<file path="config.mk">
export PLATFORM = sky130hd
export DESIGN_NAME = alu_ctrl_decoder
export DESIGN_NICKNAME = d
export VERILOG_FILES = /design/src/rtl/alu_ctrl_decoder.sv
export SDC_FILE = /design/constraint.sdc
export NUM_CORES = 1
export LEC_CHECK = 0
export CORE_MARGIN = 2
export CORE_UTILIZATION = 36
export DETAILED_ROUTE_END_ITERATION = 10
export GPL_ROUTABILITY_DRIVEN = 0
export HOLD_SLACK_MARGIN = 0.05
export PLACE_DENSITY = 0.73
export SYNTH_ARGS = -nofsm -noshare
export SYNTH_HDL_FRONTEND = slang
export SYNTH_SLANG_ARGS = --single-unit
</file>
<file path="constraint.sdc">
create_clock -name clk -period 2.2 [get_ports clk]
set_input_delay 0.33 -clock clk [delete_from_list [all_inputs] [get_ports clk]]
set_output_delay 0.33 -clock clk [all_outputs]
set_load 0.1 [all_outputs]
</file>
<file path="src/rtl/alu_ctrl_decoder.sv">
// Registered RV32-subset decode stage feeding the ALU, with a one-entry skid buffer and
// branch-resolution handshake back to fetch.
//
// state   | meaning
// RUN     | normal issue, in_ready follows skid occupancy
// BR_WAIT | branch issued to EX, issue blocked until ex_br_done
module alu_ctrl_decoder #(
   parameter int ILL_CNT_W = 8
) (
   input  logic                 clk,
   input  logic                 reset,
   input  logic                 in_valid,
   output logic                 in_ready,
   input  logic [31:0]          instr,
   output logic                 out_valid,
   input  logic                 out_ready,
   output logic [2:0]           aluOp,
   output logic                 useImm,
   output logic [31:0]          imm,
   output logic [4:0]           rs1,
   output logic [4:0]           rs2,
   output logic [4:0]           rd,
   output logic                 regWrite,
   output logic                 memRead,
   output logic                 memWrite,
   output logic                 isBranch,
   input  logic                 ex_br_done,
   input  logic                 aluZero,
   output logic                 br_valid,
   output logic                 br_taken,
   output logic [ILL_CNT_W-1:0] ill_cnt
);

   localparam logic [2:0] OP_ADD = 3'b000;
   localparam logic [2:0] OP_SUB = 3'b001;
   localparam logic [2:0] OP_AND = 3'b010;
   localparam logic [2:0] OP_OR  = 3'b011;
   localparam logic [2:0] OP_MUL = 3'b100;
   localparam logic [2:0] OP_SLL = 3'b101;
   localparam logic [2:0] OP_BNE = 3'b110;
   localparam logic [2:0] OP_BEQ = 3'b111;

   typedef enum logic {RUN = 1'b0, BR_WAIT = 1'b1} state_t;

   typedef struct packed {
      logic [2:0]  alu_op;
      logic        use_imm;
      logic [31:0] imm;
      logic [4:0]  rs1;
      logic [4:0]  rs2;
      logic [4:0]  rd;
      logic        reg_write;
      logic        mem_read;
      logic        mem_write;
      logic        is_branch;
   } bundle_t;

   state_t                 state_q, state_d;
   bundle_t                out_q, out_d, skid_q, skid_d, dec;
   logic                   out_valid_q, out_valid_d;
   logic                   skid_valid_q, skid_valid_d;
   logic                   br_valid_q, br_valid_d;
   logic                   br_taken_q, br_taken_d;
   logic [ILL_CNT_W-1:0]   ill_cnt_q, ill_cnt_d;
   logic                   dec_legal;
   logic                   in_ready_c;
   logic                   accept;
   logic                   out_free;

   logic [6:0]  opc;
   logic [2:0]  f3;
   logic [6:0]  f7;
   logic [31:0] imm_i, imm_s, imm_b, imm_sh;

   assign opc    = instr[6:0];
   assign f3     = instr[14:12];
   assign f7     = instr[31:25];
   assign imm_i  = {{20{instr[31]}}, instr[31:20]};
   assign imm_s  = {{20{instr[31]}}, instr[31:25], instr[11:7]};
   assign imm_b  = {{19{instr[31]}}, instr[31], instr[7], instr[30:25], instr[11:8], 1'b0};
   assign imm_sh = {27'b0, instr[24:20]};

   // Register fields a format does not use are driven as zero.
   always_comb begin
      dec       = '0;
      dec_legal = 1'b0;
      case (opc)
         7'b0110011: begin
            dec.rs1       = instr[19:15];
            dec.rs2       = instr[24:20];
            dec.rd        = instr[11:7];
            dec.reg_write = 1'b1;
            if (f7 == 7'b0000000) begin
               case (f3)
                  3'b000:  begin dec.alu_op = OP_ADD; dec_legal = 1'b1; end
                  3'b111:  begin dec.alu_op = OP_AND; dec_legal = 1'b1; end
                  3'b110:  begin dec.alu_op = OP_OR;  dec_legal = 1'b1; end
                  3'b001:  begin dec.alu_op = OP_SLL; dec_legal = 1'b1; end
                  default: dec_legal = 1'b0;
               endcase
            end else if (f7 == 7'b0100000 && f3 == 3'b000) begin
               dec.alu_op = OP_SUB;
               dec_legal  = 1'b1;
            end else if (f7 == 7'b0000001 && f3 == 3'b000) begin
               dec.alu_op = OP_MUL;
               dec_legal  = 1'b1;
            end
         end
         7'b0010011: begin
            dec.rs1       = instr[19:15];
            dec.rd        = instr[11:7];
            dec.use_imm   = 1'b1;
            dec.reg_write = 1'b1;
            dec.imm       = imm_i;
            case (f3)
               3'b000:  begin dec.alu_op = OP_ADD; dec_legal = 1'b1; end
               3'b111:  begin dec.alu_op = OP_AND; dec_legal = 1'b1; end
               3'b110:  begin dec.alu_op = OP_OR;  dec_legal = 1'b1; end
               3'b001: begin
                  dec.alu_op = OP_SLL;
                  dec.imm    = imm_sh;
                  dec_legal  = (f7 == 7'b0000000);
               end
               default: dec_legal = 1'b0;
            endcase
         end
         7'b0000011: begin
            dec.alu_op    = OP_ADD;
            dec.rs1       = instr[19:15];
            dec.rd        = instr[11:7];
            dec.use_imm   = 1'b1;
            dec.imm       = imm_i;
            dec.mem_read  = 1'b1;
            dec.reg_write = 1'b1;
            dec_legal     = (f3 == 3'b010);
         end
         7'b0100011: begin
            dec.alu_op    = OP_ADD;
            dec.rs1       = instr[19:15];
            dec.rs2       = instr[24:20];
            dec.use_imm   = 1'b1;
            dec.imm       = imm_s;
            dec.mem_write = 1'b1;
            dec_legal     = (f3 == 3'b010);
         end
         7'b1100011: begin
            dec.rs1       = instr[19:15];
            dec.rs2       = instr[24:20];
            dec.imm       = imm_b;
            dec.is_branch = 1'b1;
            dec.alu_op    = (f3 == 3'b001) ? OP_BNE : OP_BEQ;
            dec_legal     = (f3 == 3'b000) || (f3 == 3'b001);
         end
         default: dec_legal = 1'b0;
      endcase
   end

   always_ff @(posedge clk) begin
      if (reset) state_q <= RUN;
      else       state_q <= state_d;
   end

   // A done pulse only resolves a branch already waiting; a new branch handshake re-arms the wait.
   always_comb begin
      state_d = state_q;
      if (state_q == BR_WAIT && ex_br_done)
         state_d = RUN;
      if (out_valid_q && out_ready && out_q.is_branch)
         state_d = BR_WAIT;
   end

   always_comb begin
      in_ready_c = !skid_valid_q && (state_q == RUN);
      br_valid_d = (state_q == BR_WAIT) && ex_br_done;
      br_taken_d = (state_q == BR_WAIT) && ex_br_done && aluZero;
   end

   assign accept   = in_valid && in_ready_c;
   assign out_free = !out_valid_q || out_ready;

   always_comb begin
      out_d        = out_q;
      out_valid_d  = out_valid_q;
      skid_d       = skid_q;
      skid_valid_d = skid_valid_q;
      ill_cnt_d    = ill_cnt_q;
      if (out_free) begin
         if (skid_valid_q) begin
            out_d        = skid_q;
            out_valid_d  = 1'b1;
            skid_valid_d = 1'b0;
         end else if (accept && dec_legal) begin
            out_d       = dec;
            out_valid_d = 1'b1;
         end else begin
            out_valid_d = 1'b0;
         end
      end else if (accept && dec_legal) begin
         skid_d       = dec;
         skid_valid_d = 1'b1;
      end
      if (accept && !dec_legal && ill_cnt_q != {ILL_CNT_W{1'b1}})
         ill_cnt_d = ill_cnt_q + ILL_CNT_W'(1);
   end

   always_ff @(posedge clk) begin
      if (reset) begin
         out_q        <= '0;
         out_valid_q  <= 1'b0;
         skid_q       <= '0;
         skid_valid_q <= 1'b0;
         ill_cnt_q    <= '0;
         br_valid_q   <= 1'b0;
         br_taken_q   <= 1'b0;
      end else begin
         out_q        <= out_d;
         out_valid_q  <= out_valid_d;
         skid_q       <= skid_d;
         skid_valid_q <= skid_valid_d;
         ill_cnt_q    <= ill_cnt_d;
         br_valid_q   <= br_valid_d;
         br_taken_q   <= br_taken_d;
      end
   end

   assign in_ready  = in_ready_c;
   assign out_valid = out_valid_q;
   assign aluOp     = out_q.alu_op;
   assign useImm    = out_q.use_imm;
   assign imm       = out_q.imm;
   assign rs1       = out_q.rs1;
   assign rs2       = out_q.rs2;
   assign rd        = out_q.rd;
   assign regWrite  = out_q.reg_write;
   assign memRead   = out_q.mem_read;
   assign memWrite  = out_q.mem_write;
   assign isBranch  = out_q.is_branch;
   assign br_valid  = br_valid_q;
   assign br_taken  = br_taken_q;
   assign ill_cnt   = ill_cnt_q;

endmodule
</file>
* Yosys cells after proc, flatten, opt, wreduce, memory -nomap -nowiden
Index checks and enable logic that the tools add are counted.
** Operators by class
- Muxes and demuxes :: 27
- Reduce and logical (&&, ||, !) cells :: 30
- Equal/unequal tests :: 12
- Bitwise gates (word level) :: 2
- Add/sub/neg operators :: 1
** Operators by type and width (count)
- $pmux W32 S4 :: 1
- $mux W55 :: 2
- $mux W32 :: 1
- $eq A7 B6 Y1 const B :: 3
- $pmux W3 S3 :: 2
- $mux W1 :: 13
- $reduce_or A3 Y1 :: 4
- $logic_and A1 B1 Y1 :: 11
- $mux W5 :: 2
- $mux W3 :: 3
- $add A8 B1 Y8 const B :: 1
- $ne A8 B8 Y1 const B :: 1
- $eq A7 B1 Y1 const B :: 1
- $eq A7 B2 Y1 const B :: 1
- $eq A7 B5 Y1 const B :: 1
- $eq A7 B7 Y1 const B :: 1
- $logic_not A7 Y1 :: 1
- $eq A3 B3 Y1 const B :: 2
- $mux W6 :: 1
- $reduce_or A5 Y1 :: 1
- $pmux W1 S4 :: 1
- $reduce_and A2 Y1 :: 2
- $reduce_bool A2 Y1 :: 2
- $reduce_or A2 Y1 :: 2
- other kinds (8) :: 12
** Word-level totals
- Register bits :: 123
- Output and inout bits :: 67
- Logic and storage cells :: 98
- Input port bits :: 38

* Logic depth before layout (Yosys ltp)
- Depth in word-level cells :: 9
- Depth in mapped cells :: 9
- Gate-level depth less buffers :: 7

* Least setup slack after synthesis
No wires, ideal clock.
- Kind :: reg-to-reg
- Start point :: register ill_cnt_q[0], in the netlist ill_cnt[0]
- End point :: register ill_cnt_q[5], in the netlist ill_cnt[5]
- Required time :: 2.077 ns
- Clock period less this slack :: 2.431 ns
- Stages on the path, launching flop included :: 8
- Arrival time :: 2.307 ns
- Path buffers :: 1
- Setup slack :: -0.231 ns
- Path through :: dfxtp_1 ha_1 nand3_1 nor2_1 or4_4 buf_6 nor4_2 mux2_1
** Between the ends
- Word-level cells in the longest chain between the ends :: 2
- Elaborated cells between the ends (all ways) :: 3
- Classes of those cells :: 1 x add/sub; 1 x eq/ne; 1 x reduce/logical
** RTL lines
- from (decl) :: RTL line 64 : logic [ILL_CNT_W-1:0] ill_cnt_q, ill_cnt_d;
- from (signal assigned) :: RTL line 220 : ill_cnt_q <= ill_cnt_d;
- parallel branches: the longest is 2 deep, another holds $add A8 B1 Y8
Parallel ways; which one is timed is not known.
A chain may end at the register's enable or synchronous reset.

* Worst setup path in the final report
- Start point :: input instr[13]
- End point :: register ill_cnt_q[3], in the netlist ill_cnt[3]
** Between the ends
- Word-level cells in the longest chain between the ends :: 9
- Elaborated cells between the ends (all ways) :: 19
- Classes of those cells :: 4 x eq/ne; 6 x mux; 9 x reduce/logical
** RTL lines
- from (decl) :: RTL line 14 : input logic [31:0] instr,
- $logic_not A3 Y1
- $logic_and A1 B1 Y1 :: RTL line 104 : end else if (f7 == 7'b0000001 && f3 == 3'b000) begin
- $mux W1 :: RTL line 104
- $mux W1 :: RTL line 101 : end else if (f7 == 7'b0100000 && f3 == 3'b000) begin
- $mux W1 :: RTL line 93 : if (f7 == 7'b0000000) begin
- $pmux W1 S4 * :: RTL line 87 : case (opc)
- $logic_not A1 Y1 * :: RTL line 202 : if (accept && !dec_legal && ill_cnt_q != {ILL_CNT_W{1'b1}})
- $logic_and A1 B1 Y1 * (2 in series) :: RTL line 202
Every way passes the cells marked *; elsewhere a longest branch is shown, timed or not.

==> impl_metrics.env <==
export IMPL_area_delta_synth_final_pct=42.9
export IMPL_die_x_um=120
export IMPL_routed_wl_met3_um=969
export IMPL_drt_pass1_iterations=5
export IMPL_antenna_found_initial=0
export IMPL_yosys_area_top_type="dfxtp_1"
export IMPL_rr_worst_depth=4
export IMPL_dieArea_mm2=0.0143
export IMPL_io_pins=105
export IMPL_overflow=0
export IMPL_nets=731
export IMPL_hpwl_um=10100
export IMPL_track_usage_pct=20.2
export IMPL_power_mw=3.37
export IMPL_finClkSkew_ns=0.00597
export IMPL_fin_setup_tns_ns=0
export IMPL_wl_per_cell_um=17.0
export IMPL_ant_nets=0
export IMPL_grt_pass1_wl_um=23700
export IMPL_die_y_um=120
export IMPL_met2_length_um=7100
export IMPL_path_clk_slew_ns=0.07
export IMPL_io_buffers=104
export IMPL_num_vias=4805
export IMPL_critPathCaptureType="flop"
export IMPL_ir_drop_mv=0.393
export IMPL_cts_buffers=9
export IMPL_synthDominantCellAreaShare_pct=35.4
export IMPL_critPathRequiredTime_ns=2.47
export IMPL_core_area_mm2=0.0131
export IMPL_worst_slew_pin_slew_ns=0.658
export IMPL_grt_pass1_vias=4658
export IMPL_synth_ff_type="dfxtp_1"
export IMPL_cts_sinks=85
export IMPL_synth_area_mm2=0.00481
export IMPL_grt_max_degree=66
export IMPL_period_needed_ns=2.13
export IMPL_drt_initial_drc_count=479
export IMPL_cts_htree_levels=3
export IMPL_synth_cell_types=72
export IMPL_critPathKind="input pin to flop"
export IMPL_cp_start_kind="input pin"
export IMPL_drive_above_1_share_pct=29.9
export IMPL_synth_ff_latch_count=85
export IMPL_r2r_end="ill_cnt[3]$_SDFFE_PP0P_"
export IMPL_synth_nets=609
export IMPL_rsz0062_at_grt="no"
export IMPL_hold_violations=0
export IMPL_drc=0
export IMPL_slew_headroom_pct=56.1
export IMPL_finalCritPeriodShare_pct=96.8
export IMPL_yosysMostFrequentCell="dfxtp_1"
export IMPL_cts_buffer_depth=2
export IMPL_yosys_top_cells_area="dfxtp_1, mux2i_1, nand2_1"
export IMPL_worstHoldEndpoint="skid_q[24]$_SDFFE_PP0P_"
export IMPL_p_leak_nw=2.90
export IMPL_row_count=42
export IMPL_viasPerCell=5.52
export IMPL_syn_inst=568
export IMPL_root_buffer="clkbuf_16"
export IMPL_synthArstFlopShare_pct=0
export IMPL_diodes=0
export IMPL_clock_fmax_mhz=470
export IMPL_hold_class="input pin to flop"
export IMPL_synth_edf_count=0
export IMPL_outcome="complete, no violations"
export IMPL_route_top_layer_used="met4"
export IMPL_whs_ns=0.427
export IMPL_ys_seq_area_share_pct=35.4
export IMPL_r2r_start="state_q$_SDFFE_PP0P_"
export IMPL_drt_met1_wl_um=6420
export IMPL_drv_cap=0
export IMPL_cp_max_fo=8
export IMPL_start_util_pct=36.6
export IMPL_hp_start="instr[25]"
export IMPL_synth_warnings=0
export IMPL_slew_viol_final=0
export IMPL_synth_area_per_cell_um2=8.47
export IMPL_wl_um=14800
export IMPL_n_fill_cell=1171
export IMPL_cp_arrival_ns=2.40
export IMPL_pwr_density_cell_mw_per_mm2=490
export IMPL_rrSetupSlack_ns=0.10
export IMPL_min_delay_path_depth=4
export IMPL_finalSetupViolCount=0
export IMPL_tritoncts="yes"
export IMPL_yosys_top_cells_count="dfxtp_1, nand2_1, a21oi_1"
export IMPL_insertion_delay_ns=0.35
==> placed cells by master, fill, tap and decap left out, types with 5 or more instances in the layout <==
master	n
inv_1	16
clkdlybuf4s50_1	23
clkbuf_16	9
o21ai_0	20
nor3_1	7
buf_6	8
mux2_1	5
buf_4	104
dlygate4sd2_1	8
buf_12	27
nand3_1	37
o21ai_1	17
o211a_1	5
nor2b_1	14
a21oi_1	44
nand2b_1	8
o211ai_1	5
and2_1	6
nand2_1	68
o31ai_1	5
o21a_1	5
mux2_4	8
and4_1	5
mux2_2	10
a2111oi_0	5
dfxtp_1	82
mux2i_1	38
a22o_1	5
nor2_1	14
==> state kept, by name, indices dropped and copies added (netlist names), 3 cells and up <==
| name | count |
|---|---|
| rs1 | 5 |
| aluOp | 3 |
| skid_q | 36 |
| imm | 13 |
| rd | 5 |
| rs2 | 5 |
| ill_cnt | 8 |
==> worst max-delay path, stage by stage <==
cell           delay, ns
dlygate4sd2_1       0.25
buf_6               0.14
or4b_4              0.22
nor3_4              0.04
buf_4               0.16
or4_4               0.58
or4_1               0.50
a21oi_1             0.17
==> logic make-up after synthesis <==
kind of cell,Yosys count,synth area share (%)
compound gates,141,19.4
flops,85,35.4
buf+inv,84,9.26
mux,61,13.7
fa+ha+maj,3,0.781
simple gates,194,21.5
==> how the worst max path moves through the flow <==
stage | from | end | slack, ns
after floorplan | ill_cnt[5]$_SDFFE_PP0P_ | ill_cnt[5]$_SDFFE_PP0P_ | -0.03
after global placement | instr[14] | imm[11]$_SDFFE_PP0P_ | -0.49
after detailed placement | instr[14] | ill_cnt[5]$_SDFFE_PP0P_ | -0.53
after CTS | instr[6] | ill_cnt[1]$_SDFFE_PP0P_ | 0.01
after global routing | instr[13] | rs1[2]$_SDFFE_PP0P_ | 0.001
final | instr[13] | ill_cnt[3]$_SDFFE_PP0P_ | 0.07
==> final cells by class <==
class	count	area [µm²]	share of cell area, %
sequential	85	1710	24.8
clock inverter	7	63.8	0.928
tap	176	220	3.20
timing repair buffer	178	1800	26.2
clock buffer	9	225	3.28
multi-input combinational	399	2800	40.7
inverter	17	63.8	0.928
==> where the power goes <==
group	switching, mW	internal [mW]	total, mW
logic	0.183	0.147	0.330
clock network	0.700	0.792	1.49
registers	0.00372	1.54	1.54
total	0.887	2.48	3.37
==> what timing repair did <==
| item | CTS | global route |
|---|---|---|
| hold endpoints to repair | 0 | 0 |
| gates resized for setup | 24 | 19 |
| hold buffers | 0 | 0 |
| pin swaps | 8 | 6 |
| buffers inserted | 7 | 1 |
| gates cloned | 2 | 0 |
| endpoints found under the setup margin | 78 | 52 |
==> stage by stage <==
step | instances | area, µm² | setup WS (ns) | util (%)
final | 871 | 6880 | 0.0708 | 52.3
after global routing | 871 | 6880 | 0.00110 | 52.3
after CTS | 870 | 6820 | 0.0103 | 51.9
after detailed placement | 845 | 6390 | -0.531 | 48.6
after global placement | 845 | 6390 | -0.493 | 48.6
after floorplan | 568 | 4840 | -0.0306 | -
==> layer usage <==
layer  vias to the layer above  track usage [%]
li1                       2272                -
met4                         0             7.35
met1                      2305             26.6
met5                         -                0
met2                       201             32.8
met3                        27             4.23
No activity file was read; power rests on OpenSTA's default activity.
